--- src/rtl/fb_pkg.sv ---
// Shared constants for the framebuffer window reader: scale codes, idle address, RGB332 colours.
// Optional test-pattern colours are used only when FB_TEST_PATTERN_EN is defined.
package fb_pkg;

    localparam logic [1:0] SCALE_1X = 2'd0;
    localparam logic [1:0] SCALE_2X = 2'd1;
    localparam logic [1:0] SCALE_4X = 2'd2;

    localparam logic [7:0] RGB_RED_MASK   = 8'hE0;
    localparam logic [7:0] RGB_GREEN_MASK = 8'h1C;
    localparam logic [7:0] RGB_BLUE_MASK  = 8'h03;

    localparam logic [7:0] BAR_WHITE   = RGB_RED_MASK | RGB_GREEN_MASK | RGB_BLUE_MASK;
    localparam logic [7:0] BAR_YELLOW  = RGB_RED_MASK | RGB_GREEN_MASK;
    localparam logic [7:0] BAR_CYAN    = RGB_GREEN_MASK | RGB_BLUE_MASK;
    localparam logic [7:0] BAR_GREEN   = RGB_GREEN_MASK;
    localparam logic [7:0] BAR_MAGENTA = RGB_RED_MASK | RGB_BLUE_MASK;
    localparam logic [7:0] BAR_RED     = RGB_RED_MASK;
    localparam logic [7:0] BAR_BLUE    = RGB_BLUE_MASK;
    localparam logic [7:0] BAR_BLACK   = 8'h00;

    localparam int BAR_WIDTH = 80;

    // Last pixel of the stored image; parked on it whenever the beam is outside the window.
    function automatic int addr_idle(input int cam_x, input int cam_y);
        return cam_x * cam_y - 1;
    endfunction

    function automatic logic [1:0] scale_shift(input logic [1:0] scale);
        case (scale)
            SCALE_2X: return 2'd1;
            SCALE_4X: return 2'd2;
            default:  return 2'd0;
        endcase
    endfunction

    function automatic logic [7:0] bar_colour(input logic [3:0] idx);
        case (idx)
            4'd0:    return BAR_WHITE;
            4'd1:    return BAR_YELLOW;
            4'd2:    return BAR_CYAN;
            4'd3:    return BAR_GREEN;
            4'd4:    return BAR_MAGENTA;
            4'd5:    return BAR_RED;
            4'd6:    return BAR_BLUE;
            default: return BAR_BLACK;
        endcase
    endfunction

endpackage

--- src/rtl/fb_delay_line.sv ---
// Fixed-depth register pipeline used to keep side-band data aligned with memory read data.
// Latency DEPTH cycles, no backpressure (advances every clock).
module fb_delay_line #(
    parameter int W     = 1,
    parameter int DEPTH = 2
) (
    input  logic         clk,
    input  logic         rst,
    input  logic [W-1:0] din,
    output logic [W-1:0] dout
);

    logic [W-1:0] stage [DEPTH];

    always_ff @(posedge clk or posedge rst) begin
        if (rst) begin
            for (int i = 0; i < DEPTH; i++) stage[i] <= '0;
        end else begin
            stage[0] <= din;
            for (int i = 1; i < DEPTH; i++) stage[i] <= stage[i-1];
        end
    end

    assign dout = stage[DEPTH-1];

endmodule

--- src/rtl/fb_window_reader.sv ---
// Framebuffer window address generator and pixel pipeline; latency RD_LAT+2, one pixel per clock, no stalls.
// Optional vertical colour-bar test pattern enabled by defining FB_TEST_PATTERN_EN.
module fb_window_reader
    import fb_pkg::*;
#(
    parameter int CAM_X  = 320,
    parameter int CAM_Y  = 240,
    parameter int AW     = 17,
    parameter int DW     = 8,
    parameter int XW     = 10,
    parameter int YW     = 9,
    parameter int RD_LAT = 1
) (
    input  logic          clk,
    input  logic          rst,
    input  logic [XW-1:0] posX,
    input  logic [YW-1:0] posY,
    input  logic [1:0]    cfg_scale,
    input  logic [XW-1:0] cfg_off_x,
    input  logic [YW-1:0] cfg_off_y,
    input  logic [DW-1:0] cfg_border,
    input  logic          cfg_pattern,
    output logic [AW-1:0] mem_addr,
    input  logic [DW-1:0] mem_data,
    output logic [DW-1:0] pixel_out,
    output logic          in_window
);

    localparam logic [AW-1:0]   ADDR_IDLE = AW'(addr_idle(CAM_X, CAM_Y));
    localparam logic [XW+2:0]   CAM_X_E   = (XW+3)'(CAM_X);
    localparam logic [YW+2:0]   CAM_Y_E   = (YW+3)'(CAM_Y);
    localparam int              PIPE      = RD_LAT + 1;

    logic [1:0]    sh_scale;
    logic [XW-1:0] sh_off_x;
    logic [YW-1:0] sh_off_y;
    logic [DW-1:0] sh_border;
    logic          frame_start;

    assign frame_start = (posX == '0) && (posY == '0);

    always_ff @(posedge clk or posedge rst) begin
        if (rst) begin
            sh_scale  <= SCALE_1X;
            sh_off_x  <= '0;
            sh_off_y  <= '0;
            sh_border <= '0;
        end else if (frame_start) begin
            sh_scale  <= cfg_scale;
            sh_off_x  <= cfg_off_x;
            sh_off_y  <= cfg_off_y;
            sh_border <= cfg_border;
        end
    end

    // Window bounds carry three extra bits so off + (CAM << 2) cannot wrap.
    logic [1:0]    sh;
    logic [XW+2:0] px_e, ox_e, span_x, dx, col;
    logic [YW+2:0] py_e, oy_e, span_y, dy, row;
    logic          in_x, in_y, win_now;
    logic [AW-1:0] addr_nxt;

    always_comb begin
        sh       = scale_shift(sh_scale);
        px_e     = {3'b000, posX};
        py_e     = {3'b000, posY};
        ox_e     = {3'b000, sh_off_x};
        oy_e     = {3'b000, sh_off_y};
        span_x   = CAM_X_E << sh;
        span_y   = CAM_Y_E << sh;
        in_x     = (px_e >= ox_e) && (px_e < ox_e + span_x);
        in_y     = (py_e >= oy_e) && (py_e < oy_e + span_y);
        win_now  = in_x && in_y;
        dx       = px_e - ox_e;
        dy       = py_e - oy_e;
        col      = dx >> sh;
        row      = dy >> sh;
        addr_nxt = ADDR_IDLE;
        if (win_now) addr_nxt = AW'(row) * AW'(CAM_X) + AW'(col);
    end

    always_ff @(posedge clk or posedge rst) begin
        if (rst) mem_addr <= ADDR_IDLE;
        else     mem_addr <= addr_nxt;
    end

    logic win_d;

    fb_delay_line #(.W(1), .DEPTH(PIPE)) u_win_dly (
        .clk  (clk),
        .rst  (rst),
        .din  (win_now),
        .dout (win_d)
    );

    logic [DW-1:0] src_pix;

`ifdef FB_TEST_PATTERN_EN
    logic          sh_pattern;
    logic [9:0]    px10;
    logic [DW-1:0] bar_now, bar_d;

    always_ff @(posedge clk or posedge rst) begin
        if (rst)              sh_pattern <= 1'b0;
        else if (frame_start) sh_pattern <= cfg_pattern;
    end

    assign px10    = posX[9:0];
    assign bar_now = DW'(bar_colour(4'(px10 / 10'(BAR_WIDTH))));

    fb_delay_line #(.W(DW), .DEPTH(PIPE)) u_bar_dly (
        .clk  (clk),
        .rst  (rst),
        .din  (bar_now),
        .dout (bar_d)
    );

    assign src_pix = sh_pattern ? bar_d : mem_data;
`else
    logic cfg_pattern_unused;
    assign cfg_pattern_unused = cfg_pattern;
    assign src_pix            = mem_data;
`endif

    always_ff @(posedge clk or posedge rst) begin
        if (rst) begin
            pixel_out <= '0;
            in_window <= 1'b0;
        end else begin
            pixel_out <= win_d ? src_pix : sh_border;
            in_window <= win_d;
        end
    end

endmodule

--- config.mk ---
export PLATFORM = sky130hd
export DESIGN_NAME = fb_window_reader
export DESIGN_NICKNAME = d
export VERILOG_FILES = /design/src/rtl/fb_pkg.sv /design/src/rtl/fb_delay_line.sv /design/src/rtl/fb_window_reader.sv
export SDC_FILE = /design/constraint.sdc
export NUM_CORES = 1
export LEC_CHECK = 0
export BUFFER_PORTS_ARGS = -buffer_cell sky130_fd_sc_hd__buf_2
export CAP_MARGIN = 15
export CELL_PAD_IN_SITES_DETAIL_PLACEMENT = 2
export CELL_PAD_IN_SITES_GLOBAL_PLACEMENT = 2
export CORE_MARGIN = 2
export CORE_UTILIZATION = 38
export DETAILED_ROUTE_END_ITERATION = 8
export GPL_ROUTABILITY_DRIVEN = 0
export GPL_TIMING_DRIVEN = 0
export PLACE_DENSITY = 0.88
export SETUP_SLACK_MARGIN = 0.2
export SYNTH_ARGS = -nofsm -noshare
export SYNTH_HDL_FRONTEND = slang
export SYNTH_SLANG_ARGS = --single-unit
--- constraint.sdc ---
create_clock -name clk -period 9.74 [get_ports clk]
set_input_delay 1.948 -clock clk [delete_from_list [all_inputs] [get_ports clk]]
set_output_delay 1.948 -clock clk [all_outputs]
set_load 0.02 [all_outputs]
==> results of run 1 <==
==> synthesized netlist by cell type (10+ instances only) <==
cell      instances  share of area, %
nor2_1           35               2.7
xnor2_1          15               2.7
o21ai_0          36               3.7
a21oi_1          37               3.8
xor2_1           10               1.8
o21a_1           10               1.5
a21o_1           13               2.0
nand3_1          17               1.7
nand2_1          35               2.7
mux2_2           20               4.6
nor3_1           16               1.6
clkbuf_1         18               1.4
dfstp_2          13               6.9
ha_1             58                15
dfrtp_1          44                22
inv_1            42               3.2
==> kinds of logic (layout without fill, tap and decap cells) <==
kind of cell	count (synthesis)	count (layout)	synth area share [%]
xor+xnor	27	27	5.36
buf+inv	65	165	5.00
compound gates	152	152	21.1
simple gates	152	152	15.2
mux	29	29	6.91
fa+ha+maj	64	64	17.2
flops	57	57	29.3
==> flip-flops by register name (all words and copies together) (netlist names) <==
name / cells
in_window: 1
mem_addr: 17
pixel_out: 8
sh_border: 8
sh_off_x: 10
sh_off_y: 9
sh_scale: 2
u_win_dly.dout: 1
u_win_dly.stage: 1
==> worst max-delay path by stage <==
stage / slack (ns) / endpoint
3_3_place_gp: 3.25 / mem_addr[16]$_DFF_PP1_
4_1_cts: 3.27 / mem_addr[16]$_DFF_PP1_
2_1_floorplan: 3.68 / mem_addr[16]$_DFF_PP1_
6_report: 3.22 / mem_addr[16]$_DFF_PP1_
3_5_place_dp: 3.01 / mem_addr[16]$_DFF_PP1_
5_1_grt: 2.93 / mem_addr[16]$_DFF_PP1_
==> area by class of cell <==
cell class	count	area, um2
Clock buffer	11	233
Tap cell	172	215
Multi-Input combinational cell	424	3240
Fill cell	1402	6730
Buffer	22	85.1
Inverter	43	161
Timing Repair Buffer	84	435
Sequential cell	57	1440
Clock inverter	5	80.1
==> per-layer routing <==
layer  vias up  part of all wire, %
met1      2409                   39
li1       2169                    -
met4         0                  4.4
met2       125                   53
met5         -                    0
met3        66                  3.6
==> through the flow <==
stage	power, W	area [um2]	utilization (%)	std cells	hold slack [ns]
floorplan	0.000367	4930	-	546	0.331
global placement	0.000406	5560	44.1	801	0.336
detailed placement	0.000420	5580	44.2	802	0.338
CTS	0.000779	5890	46.7	818	0.360
global route	0.000809	5890	46.7	818	0.379
finish	0.000776	5890	46.7	818	0.360
==> power groups by stage <==
stage / Combinational (W) / Sequential [W] / Clock (W)
after floorplan: 0.000125 / 0.000241 / 0
after global placement: 0.000165 / 0.000241 / 0
after detailed placement: 0.000179 / 0.000241 / 0
after CTS: 0.000188 / 0.000237 / 0.000354
after global routing: 0.000206 / 0.000237 / 0.000366
final: 0.000189 / 0.000237 / 0.000350
==> results.md, run 1 <==
* Post-CTS Setup Bufs at 0
* Clock power share at between 40% and 50%
* Worst r2r dst: mem_addr[16]$_DFF_PP1_
* Gate Count Post-Synth at around 550
* Relative slew slack at a little under two fifths
* Final setup margin at between 3 and 4 ns
* Met2 usage at between 50% and 60%
* DRT Wirelength at ~20000 um
* Most used cell, CP: ha_1
* Pre-CTS WS at between 3 and 4 ns
* H-Tree Depth at 3
* I/O Buffers at 83
* CP bufs+invs at 3
* Ys flop type: dfrtp_1
* Clock skew at between 0.01 and 0.015 ns
* Post-detailed-route wirelength per cell at roughly 24 um
* Crit path max-delay family: adder cells
* ANT cells at 0
* Syn nets at 669
* Largest net degree at the start of global routing at 32
* Peak per-stage delay on the critical path at approximately 0.55 ns
* NumNets Final at ~760
* Mapped Area at 4930 um2
* M1 GR Usage at approximately a third
* Synth Register Bits at between 50 and 60
* Cell Rows at a little over 40
* Drt drc at 0
* Root Buffer: clkbuf_16
* Die Wd at between 100 and 150 um
* Fin crit period at 6.52 ns
* Fin. Hold Viols at 0
* Comb pwr share at between 20% and 30%
* Count of final setup violators at 0
* Number of synthesized flops with an enable pin at 0
* CP Class: in -> reg
* Startpoint Class: input port
* RSZ-0062 raised after global routing: no
* Hold Path Sink: u_win_dly.dout$_DFF_PP0_
* Reg2reg setup slack at between 4 and 5 ns
* Critical R2R Launch: sh_scale[1]$_DFFE_PP0P_
* Post-CTS resize count at 0
* Worst reg2reg path depth at 17
* Share of layout cells above drive strength 1 at between 20% and 30%
* CTS buffer count at 9
* Cts hold-fix bufs at 0
* Arr. time, crit path at 6.79 ns
* Number of global-route vias before repair at between 5000 and 6000
* CTS tree: built
* Clock transition at the registers of the reported paths at roughly 0.06 ns
* Total GRT Usage at between 20 and 30%
* GR Overflow Total at 0
* Via count at ~4800
* Initial antenna violation count at 0
* Die Ht at roughly 120 um
* Worst IR drop on VDD at 0.0624 mV
* Synth warnings at 0
* Net Sw Power at 0.000236 W
* Slowest cell on the critical path: o311ai_1
* First-pass GRT wire length at between 30000 and 40000 um
* Sequential fraction of the synthesis area at 29.3%
* Clock Sinks at 57
* Hold Path Class: reg -> reg
* Most common cell after layout, fill and taps aside: buf_2
* Synth-to-layout area growth at 19.5%
* Sw Share at a little under a third
* Final HPWL DP at between 10000 and 15000 um
* Via-to-Cell Ratio at between 5 and 6
* Antenna-violating nets left at 0
* Crit-path max FO at 4
* Element type at the critical path end: flip-flop
* Worst slew pin tran at approximately 0.94 ns
* Flop pwr share at between 30 and 40%
* Internal power at around 0.00054 W
* Leakage at ~2.8 nW
* I/O pin count at 85
* Initial Utilization at a little under 40%
* Max Slew Vio Count at 0
* Met3 Track Usage GR at between 6 and 7%
* Critical Path Stages at 20
* Synth cell types at 69
* Mean post-synth cell area at about 9 um2
* Core Area at roughly 13000 um2
* Worst endpoint required time at 10.02 ns
* Most Crowded Layer GR: met2
* Drt first pass iters at 4
* Most frequent cells in the layout: buf_2 (85), ha_1 (58), dfrtp_1 (44)
* PD cells at between 100 and 150 nW/um2
* Worst-path cell chain: buf_2 -> inv_1 -> ha_1 -> inv_1 -> fa_1 -> nand3_1 -> a21oi_1 -> o311ai_1 -> mux4_2 -> ha_1 -> ha_1 -> fa_1 -> xor2_1 -> ha_1 -> o21a_1 -> nor2_1 -> nand3b_1 -> nor3b_1 -> xnor3_1 -> nand3_1
* Max_cap viols at 0
* Hold Crit Depth at 0
* Detailed Route Iter0 Violations at slightly below 200
* DIE AREA at around 14000 um2
* Sum Neg Setup Slack at 0 ns
* Tcrit/Tclk final at 66.9%
* Async SR Flop Fraction at 100%
* Buffer depth of the longest clock path at 2
* Worst-Skew Late Latency at between 0.3 and 0.4 ns
* Run status: completed
* Fmax at ~150 MHz
* Hold path start: u_win_dly.stage[1]$_DFF_PP0_
* Worst Setup SP: posY[0]
Note: power is estimated with default switching activity, not from simulation.
==> run 2, diff against run 1 <==
--- a/config.mk
+++ b/config.mk
@@ -10,11 +10,11 @@
 export CELL_PAD_IN_SITES_DETAIL_PLACEMENT = 2
 export CELL_PAD_IN_SITES_GLOBAL_PLACEMENT = 2
 export CORE_MARGIN = 2
-export CORE_UTILIZATION = 38
+export CORE_UTILIZATION = 35
 export DETAILED_ROUTE_END_ITERATION = 8
 export GPL_ROUTABILITY_DRIVEN = 0
 export GPL_TIMING_DRIVEN = 0
-export PLACE_DENSITY = 0.88
+export PLACE_DENSITY = 0.82
 export SETUP_SLACK_MARGIN = 0.2
 export SYNTH_ARGS = -nofsm -noshare
 export SYNTH_HDL_FRONTEND = slang
==> constraint.sdc (replaced) <==
create_clock -name clk -period 6.04 [get_ports clk]
set_input_delay 1.208 -clock clk [delete_from_list [all_inputs] [get_ports clk]]
set_output_delay 1.208 -clock clk [all_outputs]
set_load 0.02 [all_outputs]
==> run 2 against run 1 <==
Die area grew 8.3%. Via count fell by 3.3%. Cell area rose by 0.81%. Global-route usage shrank 5.2 points. Power up 61%. Clock skew is 0.00060 ns higher. Core utilization down 3.7 points. Critical path depth down 2. Largest cell class unchanged. Highest routed layer unchanged.
==> results.md, run 2 (same netlist as run 1, synthesis figures left out) <==
* Max Slew Vio Count at 0
* Comb pwr share at 23.4%
* Worst IR drop on VDD at roughly 0.12 mV
* DIE AREA at 15000 um2
* Sum Neg Setup Slack at 0 ns
* Max_cap viols at 0
* DRT Wirelength at between 15000 and 20000 um
* CP Class: in -> reg
* Element type at the critical path end: flip-flop
* Clock transition at the registers of the reported paths at about 0.050 ns
* Root Buffer: clkbuf_16
* Via-to-Cell Ratio at between 5 and 6
* Initial Utilization at 35.6%
* Most frequent cells in the layout: buf_2 (85), ha_1 (58), dfrtp_1 (44)
* Relative slew slack at 41.2%
* Drt drc at 0
* Worst slew pin tran at around 0.88 ns
* RSZ-0062 raised after global routing: no
* Worst r2r dst: mem_addr[16]$_DFF_PP1_
* Hold path start: u_win_dly.stage[1]$_DFF_PP0_
* Internal power at between 0.0008 and 0.0009 W
* Antenna-violating nets left at 0
* Most common cell after layout, fill and taps aside: buf_2
* Arr. time, crit path at 5.69 ns
* Most used cell, CP: ha_1
* Fin crit period at roughly 5.5 ns
* H-Tree Depth at 3
* Synth-to-layout area growth at 20.5%
* Share of layout cells above drive strength 1 at approximately a quarter
* Fin. Hold Viols at 0
* Clock power share at between 40% and 50%
* Post-detailed-route wirelength per cell at just over 20 um
* Critical R2R Launch: sh_scale[0]$_DFFE_PP0P_
* Core Area at between 10000 and 15000 um2
* Worst-Skew Late Latency at 0.35 ns
* I/O Buffers at between 80 and 90
* I/O pin count at between 80 and 90
* Crit-path max FO at 5
* Largest net degree at the start of global routing at 34
* Largest registers: mem_addr: 17 flops, sh_off_x: 10 flops, sh_off_y: 9 flops
* Reg2reg setup slack at between 0.8 and 0.9 ns
* Most flops, register: mem_addr
* Die Wd at between 100 and 150 um
* Peak per-stage delay on the critical path at 0.53 ns
* Buffer depth of the longest clock path at 2
* Flop pwr share at 30.7%
* Clock Sinks at 57
* ANT cells at 0
* GR Overflow Total at 0
* Tcrit/Tclk final at 91.2%
* Final HPWL DP at about 13000 um
* NumNets Final at 764
* Sw Share at 29.1%
* Drt first pass iters at 4
* Slowest cell on the critical path: mux4_2
* Worst reg2reg path depth at 19
* Count of final setup violators at 0
* Via count at 4612
* PD cells at around 210 nW/um2
* Max reg flops at 17
* CTS tree: built
* Post-CTS Setup Bufs at 0
* Worst endpoint required time at 6.22 ns
* Run status: completed
* Leakage at ~2.8 nW
* Detailed Route Iter0 Violations at 163
* Worst-path cell chain: buf_2 -> ha_1 -> nor2b_1 -> o31a_1 -> o21a_1 -> nor3_2 -> nor2_1 -> mux4_2 -> ha_1 -> ha_1 -> fa_1 -> a21o_1 -> a21oi_1 -> xnor2_1 -> inv_1 -> a2111oi_1 -> xnor2_1 -> nor3_1
* Hold Path Class: reg -> reg
* Die Ht at roughly 120 um
* Cell Rows at 43
* Hold Path Sink: u_win_dly.dout$_DFF_PP0_
* Net Sw Power at roughly 0.00036 W
* Startpoint Class: input port
* First-pass GRT wire length at 27800 um
* Total GRT Usage at roughly a quarter
* Fill cell count at between 1500 and 2000
* Clock skew at 0.0127 ns
* Hold Crit Depth at 0
* Power, Total at 0.00125 W
* Initial antenna violation count at 0
* CTS buffer count at 9
* Fmax at 182 MHz
* Number of global-route vias before repair at approximately 5400
## run 2: repair_timing
item                       CTS  global route
resized for setup            0             4
hold buffers                 0             0
setup endpoints to repair    0             2
## run 2: metrics by stage
| stage | utilization (%) | cells | hold slack [ns] | setup WS [ns] | cell area [um2] |
|---|---|---|---|---|---|
| 2_1_floorplan | - | 546 | 0.331 | 0.721 | 4930 |
| 3_3_place_gp | 40.3 | 809 | 0.336 | 0.263 | 5570 |
| 3_5_place_dp | 40.4 | 810 | 0.356 | 0.0758 | 5590 |
| 4_1_cts | 42.8 | 826 | 0.365 | 0.396 | 5920 |
| 5_1_grt | 43.0 | 826 | 0.377 | 0.269 | 5940 |
| 6_report | 43.0 | 826 | 0.371 | 0.534 | 5940 |
## run 2: worst max path at each step
stage          startpoint                      to  slack [ns]  cells after the start
2_1_floorplan     posY[1]  mem_addr[16]$_DFF_PP1_        0.72                     18
3_3_place_gp      posY[1]  mem_addr[16]$_DFF_PP1_        0.26                     19
3_5_place_dp      posY[0]  mem_addr[15]$_DFF_PP0_        0.08                     19
4_1_cts           posY[0]  mem_addr[15]$_DFF_PP0_        0.40                     19
5_1_grt           posY[0]  mem_addr[16]$_DFF_PP1_        0.27                     20
6_report          posY[1]  mem_addr[15]$_DFF_PP0_        0.53                     18
## run 2: layout make-up
cell class                 instances  area, um2  share of cell area, %
multi-input combinational        424       3260                   54.9
sequential                        57       1440                   24.3
timing repair buffer              84        435                   7.33
clock buffer                      10        239                   4.02
tap                              180        225                   3.79
inverter                          43        161                   2.72
clock inverter                     6       90.1                   1.52
buffer                            22       85.1                   1.43
## run 2: critical path: cells and delay by family
kind / cells / cell delay [ns]
AND/OR/NAND/NOR: 4 / 0.60
XOR/XNOR: 2 / 0.45
multiplexers: 1 / 0.53
AO/OA/AOI/OAI: 5 / 1.38
adder cells (fa/ha/maj): 4 / 1.30
buffers and inverters: 2 / 0.21
## run 2: layer usage
metal / vias to the layer above / share of wire [%] / GRT usage, % / wire [um]
met3: 28 / 2.7 / 3.53 / 459
met5: - / 0 / 0 / 0
met1: 2329 / 42 / 27.3 / 7170
li1: 2174 / - / - / -
met2: 81 / 53 / 45.1 / 9020
met4: 0 / 2.5 / 9.41 / 425
## run 2: power groups by stage
stage                     sequential (W)  combinational [W]  clock, W
after floorplan                 0.000389           0.000202         0
after global placement          0.000389           0.000267         0
after detailed placement        0.000389           0.000287         0
after CTS                       0.000383           0.000291  0.000580
after global routing            0.000382           0.000324  0.000597
final                           0.000383           0.000291  0.000572
